===== config.mk =====
export PLATFORM = sky130hd
export DESIGN_NAME = m6809_word_mover_flat
export DESIGN_NICKNAME = d
export VERILOG_FILES = /design/src/rtl/m6809_word_mover_if.sv /design/src/rtl/m6809_word_mover.sv /design/src/flat_wrapper.sv
export SDC_FILE = /design/constraint.sdc
export NUM_CORES = 1
export LEC_CHECK = 0
export CAP_MARGIN = 15
export CORE_MARGIN = 8
export CORE_UTILIZATION = 40
export DETAILED_ROUTE_END_ITERATION = 7
export GPL_TIMING_DRIVEN = 0
export PLACE_DENSITY = 0.75
export SLEW_MARGIN = 20
export SYNTH_ARGS = -nofsm -noshare
export SYNTH_HDL_FRONTEND = slang
export SYNTH_SLANG_ARGS = --single-unit

===== constraint.sdc =====
create_clock -name clk -period 7.1 [get_ports clk]
set_input_delay 1.42 -clock clk [delete_from_list [all_inputs] [get_ports clk]]
set_output_delay 1.42 -clock clk [all_outputs]
set_load 0.05 [all_outputs]

===== src/rtl/m6809_word_mover_if.sv =====
// Bundles the sequencer request/response and 8-bit memory bus of the word mover.
// slave = the mover itself, master = the sequencer and bus environment driving it.
interface m6809_word_mover_if;
  logic        start;
  logic        dir;
  logic [15:0] addr;
  logic [15:0] wdata;
  logic        busy;
  logic        done;
  logic [15:0] rdata;
  logic        n_out;
  logic        z_out;
  logic        v_out;
  logic [15:0] mem_addr;
  logic        mem_rd;
  logic        mem_wr;
  logic [7:0]  mem_wdata;
  logic [7:0]  mem_rdata;
  logic        mem_ready;

  modport slave (
    input  start, dir, addr, wdata, mem_rdata, mem_ready,
    output busy, done, rdata, n_out, z_out, v_out,
    output mem_addr, mem_rd, mem_wr, mem_wdata
  );

  modport master (
    output start, dir, addr, wdata, mem_rdata, mem_ready,
    input  busy, done, rdata, n_out, z_out, v_out,
    input  mem_addr, mem_rd, mem_wr, mem_wdata
  );
endinterface


===== src/rtl/m6809_word_mover.sv =====
// 16-bit load/store over an 8-bit bus, big-endian, with load/store N/Z/V flags.
// Zero-wait transfer takes 3 cycles start-to-done; each mem_ready=0 cycle adds one.
module m6809_word_mover (
  input  logic                 clk,
  input  logic                 rst_n,
  m6809_word_mover_if.slave    bus
);

  localparam logic [2:0] IDLE  = 3'd0;
  localparam logic [2:0] RD_HI = 3'd1;
  localparam logic [2:0] RD_LO = 3'd2;
  localparam logic [2:0] WR_HI = 3'd3;
  localparam logic [2:0] WR_LO = 3'd4;
  localparam logic [2:0] DONE  = 3'd5;

  logic [2:0]  state_q, state_d;
  logic [15:0] addr_q, addr_d;
  logic [15:0] wdata_q, wdata_d;
  logic [15:0] rdata_q, rdata_d;
  logic        n_q, n_d;
  logic        z_q, z_d;
  logic        mem_rd_q, mem_rd_d;
  logic        mem_wr_q, mem_wr_d;
  logic [15:0] mem_addr_q, mem_addr_d;
  logic [7:0]  mem_wdata_q, mem_wdata_d;

  always_comb begin
    state_d = state_q;
    addr_d  = addr_q;
    wdata_d = wdata_q;
    rdata_d = rdata_q;
    n_d     = n_q;
    z_d     = z_q;
    case (state_q)
      IDLE, DONE: begin
        if (bus.start) begin
          addr_d  = bus.addr;
          wdata_d = bus.wdata;
          state_d = bus.dir ? WR_HI : RD_HI;
        end else begin
          state_d = IDLE;
        end
      end
      RD_HI: begin
        if (bus.mem_ready) begin
          rdata_d[15:8] = bus.mem_rdata;
          state_d       = RD_LO;
        end
      end
      RD_LO: begin
        if (bus.mem_ready) begin
          rdata_d[7:0] = bus.mem_rdata;
          // Flags come from the word as it will be, not the half-updated register.
          n_d          = rdata_q[15];
          z_d          = ~|{rdata_q[15:8], bus.mem_rdata};
          state_d      = DONE;
        end
      end
      WR_HI: begin
        if (bus.mem_ready) state_d = WR_LO;
      end
      WR_LO: begin
        if (bus.mem_ready) begin
          n_d     = wdata_q[15];
          z_d     = ~|wdata_q;
          state_d = DONE;
        end
      end
      default: state_d = IDLE;
    endcase
  end

  // Bus outputs are decoded from the next state so they leave a flop directly.
  always_comb begin
    mem_rd_d    = (state_d == RD_HI) || (state_d == RD_LO);
    mem_wr_d    = (state_d == WR_HI) || (state_d == WR_LO);
    mem_addr_d  = 16'h0000;
    mem_wdata_d = 8'h00;
    if ((state_d == RD_HI) || (state_d == WR_HI)) mem_addr_d = addr_d;
    if ((state_d == RD_LO) || (state_d == WR_LO)) mem_addr_d = addr_d + 16'd1;
    if (state_d == WR_HI) mem_wdata_d = wdata_d[15:8];
    if (state_d == WR_LO) mem_wdata_d = wdata_d[7:0];
  end

  always_ff @(posedge clk or negedge rst_n) begin
    if (!rst_n) begin
      state_q     <= IDLE;
      addr_q      <= 16'h0000;
      wdata_q     <= 16'h0000;
      rdata_q     <= 16'h0000;
      n_q         <= 1'b0;
      z_q         <= 1'b0;
      mem_rd_q    <= 1'b0;
      mem_wr_q    <= 1'b0;
      mem_addr_q  <= 16'h0000;
      mem_wdata_q <= 8'h00;
    end else begin
      state_q     <= state_d;
      addr_q      <= addr_d;
      wdata_q     <= wdata_d;
      rdata_q     <= rdata_d;
      n_q         <= n_d;
      z_q         <= z_d;
      mem_rd_q    <= mem_rd_d;
      mem_wr_q    <= mem_wr_d;
      mem_addr_q  <= mem_addr_d;
      mem_wdata_q <= mem_wdata_d;
    end
  end

  assign bus.busy      = (state_q == RD_HI) || (state_q == RD_LO) ||
                         (state_q == WR_HI) || (state_q == WR_LO);
  assign bus.done      = (state_q == DONE);
  assign bus.rdata     = rdata_q;
  assign bus.n_out     = n_q;
  assign bus.z_out     = z_q;
  assign bus.v_out     = 1'b0;
  assign bus.mem_rd    = mem_rd_q;
  assign bus.mem_wr    = mem_wr_q;
  assign bus.mem_addr  = mem_addr_q;
  assign bus.mem_wdata = mem_wdata_q;

endmodule


===== src/flat_wrapper.sv =====
// flat-port wrapper written by rule: the top's interface ports become plain ports
module m6809_word_mover_flat 
  (clk, rst_n, bus_start, bus_dir, bus_addr, bus_wdata, bus_mem_rdata, bus_mem_ready, bus_busy, bus_done, bus_rdata, bus_n_out, bus_z_out, bus_v_out, bus_mem_addr, bus_mem_rd, bus_mem_wr, bus_mem_wdata);
  m6809_word_mover_if bus_i ();
  input  logic clk;
  input  logic rst_n;
  input wire logic [$bits(bus_i.start)-1:0] bus_start;
  input wire logic [$bits(bus_i.dir)-1:0] bus_dir;
  input wire logic [$bits(bus_i.addr)-1:0] bus_addr;
  input wire logic [$bits(bus_i.wdata)-1:0] bus_wdata;
  input wire logic [$bits(bus_i.mem_rdata)-1:0] bus_mem_rdata;
  input wire logic [$bits(bus_i.mem_ready)-1:0] bus_mem_ready;
  output wire logic [$bits(bus_i.busy)-1:0] bus_busy;
  output wire logic [$bits(bus_i.done)-1:0] bus_done;
  output wire logic [$bits(bus_i.rdata)-1:0] bus_rdata;
  output wire logic [$bits(bus_i.n_out)-1:0] bus_n_out;
  output wire logic [$bits(bus_i.z_out)-1:0] bus_z_out;
  output wire logic [$bits(bus_i.v_out)-1:0] bus_v_out;
  output wire logic [$bits(bus_i.mem_addr)-1:0] bus_mem_addr;
  output wire logic [$bits(bus_i.mem_rd)-1:0] bus_mem_rd;
  output wire logic [$bits(bus_i.mem_wr)-1:0] bus_mem_wr;
  output wire logic [$bits(bus_i.mem_wdata)-1:0] bus_mem_wdata;
  assign bus_i.start = bus_start;
  assign bus_i.dir = bus_dir;
  assign bus_i.addr = bus_addr;
  assign bus_i.wdata = bus_wdata;
  assign bus_i.mem_rdata = bus_mem_rdata;
  assign bus_i.mem_ready = bus_mem_ready;
  assign bus_busy = bus_i.busy;
  assign bus_done = bus_i.done;
  assign bus_rdata = bus_i.rdata;
  assign bus_n_out = bus_i.n_out;
  assign bus_z_out = bus_i.z_out;
  assign bus_v_out = bus_i.v_out;
  assign bus_mem_addr = bus_i.mem_addr;
  assign bus_mem_rd = bus_i.mem_rd;
  assign bus_mem_wr = bus_i.mem_wr;
  assign bus_mem_wdata = bus_i.mem_wdata;
  m6809_word_mover u_core (.clk(clk), .rst_n(rst_n), .bus(bus_i));
endmodule

==> key figures, run 1 <==
Drt
  • WL met2: 4985 um
  • DR pass1 iterations: 5
  • Top sig layer: met4
  • DR vias/cell: 5.400
  • WL met3: 741 um
  • Met1 Routed Length: 4637 um
  • Vias: 3116
  • Drt drc: 0
  • DRT antenna net count: 0
  • Initial DRC count: 131
  • WL per Instance: 18.13 um
  • Final wirelength: 10460 um

Yosys
  • Post-synth top area cell: dfrtp_1
  • Async set-reset flop share out of synthesis: 100.0%
  • Synth unique cells: 60
  • Yosys Warn Count: 0
  • Synth Register Bits: 79
  • Average size of a mapped cell: 11.24 um2
  • Area contributors post-synth: dfrtp_1, mux2_2, o21ai_0, nand2_1, mux2i_1
  • Synth Instances: 341
  • Netlist Area Pre-Place: 3831 um2
  • Predominant post-synthesis flop cell: dfrtp_1
  • Share of the synthesized area in the top cell type: 51.60%
  • Sequential area share after synthesis: 51.60%
  • Post-synth EDFFs: 0
  • Syn nets: 387
  • Most frequent cell after synthesis: dfrtp_1
  • Top cells by count, synth: dfrtp_1, mux2_2, nand2_1

Timing
  • Minimum clock period: 3975 ps
  • Max-slew headroom: 41.27%
  • Slew Viols, Final: 0
  • Post-Route Skew: 11.41 ps
  • Total negative setup slack: 0 ps
  • RSZ-0062 raised after global routing: no
  • Period utilisation layout: 55.99%
  • Worst-margin pin slew: 876.8 ps
  • Final setup viols: 0
  • Final hold vios: 0
  • Max frequency: 251.6 MHz

Clock network
  • CTS root buf: clkbuf_8
  • Number of clock sinks: 79
  • Maximum clock path buffer count: 2
  • H-Tree Depth: 3
  • Clock-pin transition on the worst setup and hold timing paths: 90 ps
  • PostCTS Resize Cnt: 0
  • Clk_lat worst skew: 360 ps
  • Clock buffer count from CTS: 9
  • Post-CTS Setup Inserts: 0
  • Hold-fix buffers, CTS: 0
  • CTS tree: built

Global route
  • All-Layer GR Usage: 16.46%
  • Vias in the first global route: 3277
  • Remaining Overflow, GRT: 0
  • Initial antenna violation count: 0
  • Largest net degree at the start of global routing: 41
  • First-pass GRT wire length: 16950 um

Place
  • Placed cells: 561
  • I/O Buffers: 90
  • RePlAce Congestion: 0.9124
  • DP HPWL: 7632 um

Power and ir drop
  • Leak pwr: 2.124 nW
  • Internal Power: 0.001410 W
  • Sw frac: 46.98%
  • Clk pwr share: 13.5%
  • Max VDD drop: 0.2993 mV
  • Sequential share of power: 29.9%
  • Pwr per Cell Area: 519.1 nW/um2
  • Logic gate share of total power: 56.6%
  • P_sw: 0.001249 W

Final layout
  • Layout cells sized above 1: 17.86%
  • Post-Layout Cell Count: 577
  • Diode count: 0
  • Layout fillers: 846
  • Multi-input gate area: 1670 um2
  • Final net count: 489
  • Area grow syn2layout: 33.70%
  • Storage element area: 1977 um2

Setup path
  • CP endpoint kind: flop
  • Crit path kind: in2reg
  • Worst-path fanout max: 10
  • Cells on worst reg2reg path: 13
  • CP required: 7330 ps
  • Crit start category: primary input
  • Critical Path AT: 4200 ps

Min path
  • Min-Delay Path Depth: 2
  • Hold Crit Class: reg2reg

Floorplan
  • Num ports: 92
  • Starting Density: 41.27%
  • Die Y: 113.9 um
  • DIE AREA: 12970 um2
  • Die Width: 113.9 um
  • Core area: 9284 um2
  • FP Rows: 35

Run
  • Maxcap violations: 0

Run status
  • Status: finished clean
==> registers in the layout, summed over array words and instances (netlist names), 3 cells and up <==
register / count
u_core.state_q: 3
u_core.bus.rdata: 16
u_core.wdata_q: 16
u_core.addr_q: 16
u_core.bus.mem_addr: 16
u_core.bus.mem_wdata: 8
==> power groups by stage <==
| stage | clock [W] | sequential (W) | combinational [W] |
|---|---|---|---|
| floorplan | 0 | 0.00119 | 0.000636 |
| global placement | 0 | 0.000793 | 0.00149 |
| detailed placement | 0 | 0.000803 | 0.00151 |
| CTS | 0.000367 | 0.000796 | 0.00151 |
| global route | 0.000385 | 0.000825 | 0.00160 |
| finish | 0.000359 | 0.000795 | 0.00151 |
==> layer usage <==
layer / up-vias / GRT usage, %
li1: 1453 / -
met1: 1540 / 20.56
met2: 112 / 26.63
met3: 11 / 5.018
met4: 0 / 5.146
met5: - / 0
==> worst max-delay path, cell delays in order <==
cell,delay [ps]
clkdlybuf4s50_1,530
nand2b_1,150
nor2_4,200
buf_6,200
buf_6,190
nand2_1,70
nand2_1,100
ha_1,250
nand3_1,180
a211o_1,310
a22oi_2,300
and3_1,200
o21ai_0,90
==> area by class of cell <==
class                      instances  share of cell area (%)
buffer                            18                   2.565
sequential                        79                   38.59
tap                              129                   3.151
clock inverter                     6                   1.441
timing repair buffer              91                   17.93
inverter                          14                   1.026
clock buffer                      10                   2.687
multi-input combinational        230                   32.61
==> placed cells by master, fill, tap and decap left out, types with 3 or more instances in the layout <==
cell	netlist	layout
and4_1	5	5
nand3_1	18	18
nand2_1	27	27
nor2b_1	3	3
nor2_1	10	10
o21ai_1	5	5
o21ai_0	21	21
a31oi_1	5	5
nand4b_1	3	3
and3_1	8	8
inv_1	13	13
mux2i_1	10	10
inv_6	0	3
nor4_1	6	6
a21oi_1	5	5
buf_6	5	5
buf_4	4	5
nand4_1	6	6
nand2b_1	3	3
mux2_4	3	3
clkbuf_8	0	10
dfrtp_1	79	79
o21a_1	4	4
clkdlybuf4s50_1	0	89
a211o_1	3	3
buf_2	9	9
a211oi_1	5	5
mux2_2	31	31
nor3_1	7	7
==> kinds of logic (layout without fill, tap and decap cells) <==
family                   after synthesis  count (layout)  synth area share (%)
AND/OR/NAND/NOR                      108             108                 15.77
flip-flops                            79              79                 51.60
AO/OA/AOI/OAI                         72              72                 12.57
multiplexers                          44              44                 12.90
buffers and inverters                 32             139                 4.801
XOR/XNOR                               3               3                 1.666
adder cells (fa/ha/maj)                2               2                0.5878
other                                  1               1               0.09788
==> metrics by stage <==
step | total power (W) | hold slack, ps | area [um2] | util, % | worst slack [ps]
5_1_grt | 0.002808 | 536.7 | 5122 | 55.18 | 2980
6_report | 0.002659 | 509.8 | 5122 | 55.18 | 3125
3_3_place_gp | 0.002283 | 478.7 | 4893 | 52.71 | 1729
4_1_cts | 0.002673 | 517.9 | 5122 | 55.18 | 3166
3_5_place_dp | 0.002308 | 494.8 | 4911 | 52.90 | 2792
2_1_floorplan | 0.001825 | 456.6 | 3831 | - | 3829
==> final timing paths <==
check	startpoint	end	slack [ps]
worst max-delay path	bus_start	u_core.bus.mem_addr[12]	3120
worst min-delay path	u_core.wdata_q[3]	u_core.wdata_q[3]	510
worst max register to register	u_core.state_q[2]	u_core.bus.mem_addr[12]	4200
worst min register to register	u_core.wdata_q[3]	u_core.wdata_q[3]	510
max in group asynchronous	rst_n	u_core.bus.z_out	5470
min in group asynchronous	rst_n	u_core.addr_q[6]	1040
Note: power is estimated with default switching activity, not from simulation.
==> run 2: changes to the inputs <==
- clock period: 7.1 -> 3.95 ns (I/O delays scaled with it)
==> results of run 2 <==
Same layout as run 1 (identical final DEF). Status: finished clean.
Among the figures that moved: setup slack after placement 2792 ps -> 272.2 ps; setup slack after layout 3125 ps -> 604.9 ps; hold slack 509.8 ps -> 408.0 ps; register-to-register setup slack 4200 ps -> 1050 ps; total power 0.002659 W -> 0.004779 W; worst IR drop on VDD 0.2993 mV -> 0.5381 mV
